===== src/rtl/load_align_pkg.sv =====
// Shared types for the load-align path: FSM states, size encoding and the
// word-crossing predicate used by the request decoder.
package load_align_pkg;

    typedef enum logic [2:0] {
        S_IDLE,
        S_REQ_LO,
        S_WAIT_LO,
        S_REQ_HI,
        S_WAIT_HI,
        S_RESP
    } state_t;

    typedef logic [1:0] size_t;

    localparam size_t SZ_B = 2'd0;
    localparam size_t SZ_H = 2'd1;
    localparam size_t SZ_W = 2'd2;

    // True when the accessed bytes spill into the next 32-bit word.
    function automatic logic crosses_word(input size_t size, input logic [1:0] off);
        return ((size == SZ_H) && (off == 2'd3)) || ((size == SZ_W) && (off != 2'd0));
    endfunction

endpackage


===== src/rtl/load_extract.sv =====
// Combinational byte-lane shifter and zero/sign extender for load results.
// hi_word must be zero when the access does not cross a word boundary.
module load_extract
    import load_align_pkg::*;
(
    input  logic [31:0] hi_word,
    input  logic [31:0] lo_word,
    input  logic [1:0]  off,
    input  size_t       size,
    input  logic        lu,
    output logic [31:0] data
);

    logic [63:0] shifted;
    logic [31:0] raw;

    // NOTE: every output of a combinational block gets a value on every path,
    // otherwise synthesis infers a latch; the default arm below covers lw.
    always_comb begin
        shifted = {hi_word, lo_word} >> {off, 3'b000};
        raw     = shifted[31:0];
        case (size)
            SZ_B:    data = {{24{~lu & raw[7]}}, raw[7:0]};
            SZ_H:    data = {{16{~lu & raw[15]}}, raw[15:0]};
            default: data = raw;
        endcase
    end

endmodule


===== src/rtl/load_align_unit.sv =====
// Load request sequencer: issues one or two word reads over req/gnt/rvalid,
// then returns the aligned, extended result as a one-cycle response pulse.
module load_align_unit
    import load_align_pkg::*;
#(
    parameter bit ALLOW_MISALIGNED = 1'b1
) (
    input  logic        clk,
    input  logic        rst_n,
    input  logic        req_valid,
    output logic        req_ready,
    input  logic [31:0] req_addr,
    input  logic        lb,
    input  logic        lh,
    input  logic        lw,
    input  logic        lu,
    output logic        mem_req,
    output logic [31:0] mem_addr,
    input  logic        mem_gnt,
    input  logic        mem_rvalid,
    input  logic [31:0] mem_rdata,
    output logic        resp_valid,
    output logic [31:0] resp_data,
    output logic        resp_err
);

    state_t      state;
    logic [1:0]  off_q;
    size_t       size_q;
    logic        lu_q;
    logic        cross_q;
    logic [31:0] lo_word;
    logic [31:0] hi_word;

    logic [1:0]  sel_count;
    size_t       req_size;
    logic        req_cross;
    logic        req_bad;
    logic [31:0] ext_lo;
    logic [31:0] ext_hi;
    logic [31:0] ext_data;

    assign sel_count = {1'b0, lb} + {1'b0, lh} + {1'b0, lw};
    assign req_size  = lw ? SZ_W : (lh ? SZ_H : SZ_B);
    assign req_cross = crosses_word(req_size, req_addr[1:0]);
    assign req_bad   = (sel_count != 2'd1) || (req_cross && !ALLOW_MISALIGNED);

    // Feed the extractor with the word arriving this cycle so the result can
    // be registered on the same edge that captures the final read.
    assign ext_lo = (state == S_WAIT_LO) ? mem_rdata : lo_word;
    assign ext_hi = (state == S_WAIT_HI) ? mem_rdata : (cross_q ? hi_word : 32'd0);

    load_extract u_extract (
        .hi_word (ext_hi),
        .lo_word (ext_lo),
        .off     (off_q),
        .size    (size_q),
        .lu      (lu_q),
        .data    (ext_data)
    );

    // NOTE: sequential state uses non-blocking assignments so every register
    // samples the pre-edge values regardless of statement order.
    always_ff @(posedge clk or negedge rst_n) begin
        if (!rst_n) begin
            state      <= S_IDLE;
            off_q      <= '0;
            size_q     <= SZ_B;
            lu_q       <= 1'b0;
            cross_q    <= 1'b0;
            lo_word    <= '0;
            hi_word    <= '0;
            req_ready  <= 1'b1;
            mem_req    <= 1'b0;
            mem_addr   <= '0;
            resp_valid <= 1'b0;
            resp_data  <= '0;
            resp_err   <= 1'b0;
        end else begin
            case (state)
                S_IDLE: begin
                    if (req_valid) begin
                        off_q     <= req_addr[1:0];
                        size_q    <= req_size;
                        lu_q      <= lu;
                        cross_q   <= req_cross;
                        req_ready <= 1'b0;
                        if (req_bad) begin
                            state      <= S_RESP;
                            resp_valid <= 1'b1;
                            resp_err   <= 1'b1;
                            resp_data  <= '0;
                        end else begin
                            state    <= S_REQ_LO;
                            mem_req  <= 1'b1;
                            mem_addr <= {req_addr[31:2], 2'b00};
                        end
                    end
                end
                S_REQ_LO: begin
                    if (mem_gnt) begin
                        mem_req <= 1'b0;
                        state   <= S_WAIT_LO;
                    end
                end
                S_WAIT_LO: begin
                    if (mem_rvalid) begin
                        lo_word <= mem_rdata;
                        if (cross_q) begin
                            state    <= S_REQ_HI;
                            mem_req  <= 1'b1;
                            mem_addr <= mem_addr + 32'd4;
                        end else begin
                            state      <= S_RESP;
                            resp_valid <= 1'b1;
                            resp_data  <= ext_data;
                        end
                    end
                end
                S_REQ_HI: begin
                    if (mem_gnt) begin
                        mem_req <= 1'b0;
                        state   <= S_WAIT_HI;
                    end
                end
                S_WAIT_HI: begin
                    if (mem_rvalid) begin
                        hi_word    <= mem_rdata;
                        state      <= S_RESP;
                        resp_valid <= 1'b1;
                        resp_data  <= ext_data;
                    end
                end
                S_RESP: begin
                    state      <= S_IDLE;
                    resp_valid <= 1'b0;
                    resp_err   <= 1'b0;
                    resp_data  <= '0;
                    req_ready  <= 1'b1;
                end
                default: state <= S_IDLE;
            endcase
        end
    end

endmodule


===== config.mk =====
export PLATFORM = sky130hd
export DESIGN_NAME = load_align_unit
export DESIGN_NICKNAME = d
export VERILOG_FILES = /design/src/rtl/load_align_pkg.sv /design/src/rtl/load_extract.sv /design/src/rtl/load_align_unit.sv
export SDC_FILE = /design/constraint.sdc
export NUM_CORES = 1
export LEC_CHECK = 0
export ABC_AREA = 0
export CAP_MARGIN = 20
export CORE_MARGIN = 10
export CORE_UTILIZATION = 55
export DETAILED_ROUTE_END_ITERATION = 6
export PLACE_DENSITY = 0.84
export SETUP_SLACK_MARGIN = 0.5
export SLEW_MARGIN = 10
export SYNTH_ARGS = -nofsm -noshare
export SYNTH_HDL_FRONTEND = slang
export SYNTH_SLANG_ARGS = --single-unit

===== constraint.sdc =====
create_clock -name clk -period 7.11 [get_ports clk]
set_clock_uncertainty 0.2 [all_clocks]
set_input_delay 0.711 -clock clk [delete_from_list [all_inputs] [get_ports clk]]
set_output_delay 0.711 -clock clk [all_outputs]
set_load 0.02 [all_outputs]

==> results.py <==
metrics = {
    "setup_path": {
        "cp-end-kind": "flip-flop",
        "arrival_ns": 3.94,
        "crit_type": "flip-flop to flip-flop",
        "cp-start-kind": "flip-flop",
        "required_ns": 7.16,
        "path_max_fanout": 32,
    },
    "global_route": {
        "antenna_found_initial": 0,
        "gr-total-overflow": 0,
        "grt_pass1_vias": 6431,
        "grt_pass1_wl_um": 35000,
        "grt_max_degree": 72,
        "gr-usage-all-layers": 0.238,
    },
    "die": {
        "io_pins": 141,
        "dieArea_um2": 18300,
        "die-width_um": 135,
        "rows": 42,
        "initial_core_util": 0.557,
        "die_height_um": 135,
        "core_area_um2": 13100,
    },
    "detailed_routing": {
        "ant_nets": 0,
        "drt_iter0_markers": 824,
        "routedWlPerCell_um": 21.0,
        "detail_route.vias_per_cell": 6.32,
        "num_vias": 6543,
        "route.detailed.drc": 0,
        "wirelength_um": 21800,
        "first_pass_iters": 5,
    },
    "sta": {
        "worst_pin_slew_ns": 1.06,
        "slew_headroom": 0.292,
        "final_hold_viol_count": 0,
        "fin_crit_sh": 0.547,
        "period_minus_slack_ns": 3.89,
        "tns_ns": 0,
        "timing.fmax_mhz": 257,
        "setup_viol_count_final": 0,
        "rsz0062_at_grt": "false",
        "slew_violations": 0,
    },
    "yosys": {
        "synthTopCellsByArea": "dfrtp_1, mux2_2, mux2i_1",
        "synth_top_area_cell": "dfrtp_1",
        "synth_edf_count": 0,
        "synth.cell_area_um2": 7320,
        "yosysUniqueCellTypes": 58,
        "avgSynthCellArea_um2": 9.89,
        "async_flop_share": 1.00,
        "synth_ff_type": "dfrtp_1",
        "seq_area_frac_synth": 0.448,
        "yosysWarningCount": 0,
        "synth-seq-cells": 131,
        "synth_top_area_frac": 0.444,
        "synthCells": 740,
        "synthTopCellsByCount": "dfrtp_1, nand2_1, mux2_2, mux2i_1, nand3_1",
        "synth_most_common_cell": "dfrtp_1",
    },
    "power": {
        "p_leak_nw": 4.13,
        "clockPowerShare": 0.187,
        "pwr-share-comb": 0.487,
        "netSwitchingFraction": 0.414,
        "p_int_w": 0.00255,
        "p_per_area_nw_per_um2": 465,
        "peakVddDrop_uv": 256,
        "p_switching_w": 0.00180,
        "p_seq_frac": 0.325,
    },
    "clock_tree": {
        "ctsHoldBuffers": 0,
        "postCtsSetupBuffers": 0,
        "cts_tree": "built",
        "clockRootBuffer": "clkbuf_16",
        "cts_buffers": 17,
        "clk_pin_slew_ns": 0.05,
        "clock_latency_ns": 0.42,
        "h-tree-depth": 4,
        "cts_resized": 0,
        "clkSinkCount": 131,
        "ctsLongestPathBuffers": 2,
    },
    "placement": {
        "gp_congestion": 0.924,
        "dp_hpwl_um": 15500,
        "placement.cell_area_um2": 8790,
        "io_buffers": 138,
    },
    "cells_and_area": {
        "area_growth_pct": 27.6,
        "nNetsFinal": 925,
        "n_antenna_cell": 0,
        "final_cell_area_um2": 9340,
        "fin_util": 0.711,
        "drive_gt1_frac": 0.140,
    },
    "outcome": {
        "status": "finished, final reports clean",
    },
    "hold_path": {
        "hp-class": "input port to async pin",
    },
    "flow_run": {
        "drv_cap": 0,
    },
}
[metal layers]
layer | track usage | vias up | part of all wire | wire length (µm)
li1 | - | 2951 | - | -
met1 | 0.321 | 3178 | 0.42 | 9150
met2 | 0.372 | 371 | 0.47 | 10200
met3 | 0.0534 | 43 | 0.090 | 1960
met4 | 0.0760 | 0 | 0.020 | 438
met5 | 0 | - | 0 | 0
[flip-flops by register name, summed over array words and instances (netlist names)]
register	cells
cross_q	1
hi_word	24
lo_word	32
lu_q	1
mem_addr	30
mem_req	1
off_q	2
req_ready	1
resp_data	32
resp_err	1
resp_valid	1
size_q	2
state	3
[power groups by stage]
stage / registers [W] / logic (W) / clock network (W)
3_5_place_dp: 0.00141 / 0.00208 / 0
3_3_place_gp: 0.00138 / 0.00201 / 0
2_1_floorplan: 0.00147 / 0.00125 / 0
5_1_grt: 0.00146 / 0.00229 / 0.000856
6_report: 0.00141 / 0.00212 / 0.000814
4_1_cts: 0.00141 / 0.00210 / 0.000821
[critical path: stages (launching register included)]
cell      delay [ns]
dfrtp_1         0.70
or3b_2          0.57
buf_4           0.57
mux4_2          0.60
a22o_1          0.25
o211ai_2        0.64
nand3_1         0.17
[through the flow]
stage	hold WS [ns]	setup WS, ns	cells	power (W)
finish	0.182	3.22	1036	0.00435
global placement	0.263	3.36	1007	0.00340
floorplan	0.215	4.55	741	0.00272
detailed placement	0.280	3.20	1007	0.00349
global route	0.235	3.07	1036	0.00460
CTS	0.202	3.27	1036	0.00433
[cell type report]
cell class	instances	area, µm²
Clock buffer	24	492
Tap cell	176	220
Fill cell	980	3800
Multi-Input combinational cell	534	3770
Sequential cell	131	3280
Clock inverter	5	52.6
Inverter	16	60.1
Timing Repair Buffer	150	1470
[worst paths after layout]
kind	startpoint	end	slack, ns	depth (start not counted)
max reg2reg	state[2]	resp_data[18]	3.22	6
min in group clk	resp_data[2]	resp_data[2]	0.28	2
min	rst_n	mem_addr[20]	0.18	1
min reg2reg	resp_data[2]	resp_data[2]	0.28	2
max	state[2]	resp_data[18]	3.22	6
max in group asynchronous	rst_n	state[1]	5.11	2
[cell usage in the layout, fill, tap and decap left out, types with 5 or more instances in the layout]
| cell type | Yosys | routed |
|---|---|---|
| a21oi_1 | 51 | 51 |
| a22oi_1 | 21 | 21 |
| a31oi_1 | 5 | 5 |
| a32oi_1 | 17 | 17 |
| and2_1 | 16 | 16 |
| and4_1 | 7 | 7 |
| buf_4 | 2 | 13 |
| clkbuf_16 | 0 | 17 |
| clkdlybuf4s50_1 | 0 | 137 |
| dfrtp_1 | 130 | 130 |
| inv_1 | 15 | 15 |
| mux2_2 | 59 | 59 |
| mux2i_1 | 58 | 58 |
| mux4_2 | 9 | 9 |
| nand2_1 | 78 | 78 |
| nand3_1 | 52 | 52 |
| nand4_1 | 5 | 5 |
| nor2_1 | 31 | 30 |
| nor3_1 | 9 | 8 |
| o21ai_0 | 47 | 47 |
| o22ai_1 | 10 | 10 |
[logic make-up (layout without fill, tap and decap cells)]
kind of cell,Yosys count,count (layout),synth area share
AOI/OAI and AO/OA,181,181,0.157
xor gates and xnor gates,2,2,0.00239
adders and majority gates,2,2,0.00444
buffers and inverters,76,195,0.0429
DFF,131,131,0.448
muxes,126,126,0.198
other,1,2,0.000512
and+or+nand+nor,221,221,0.147
(Power assumes the default switching activity.)
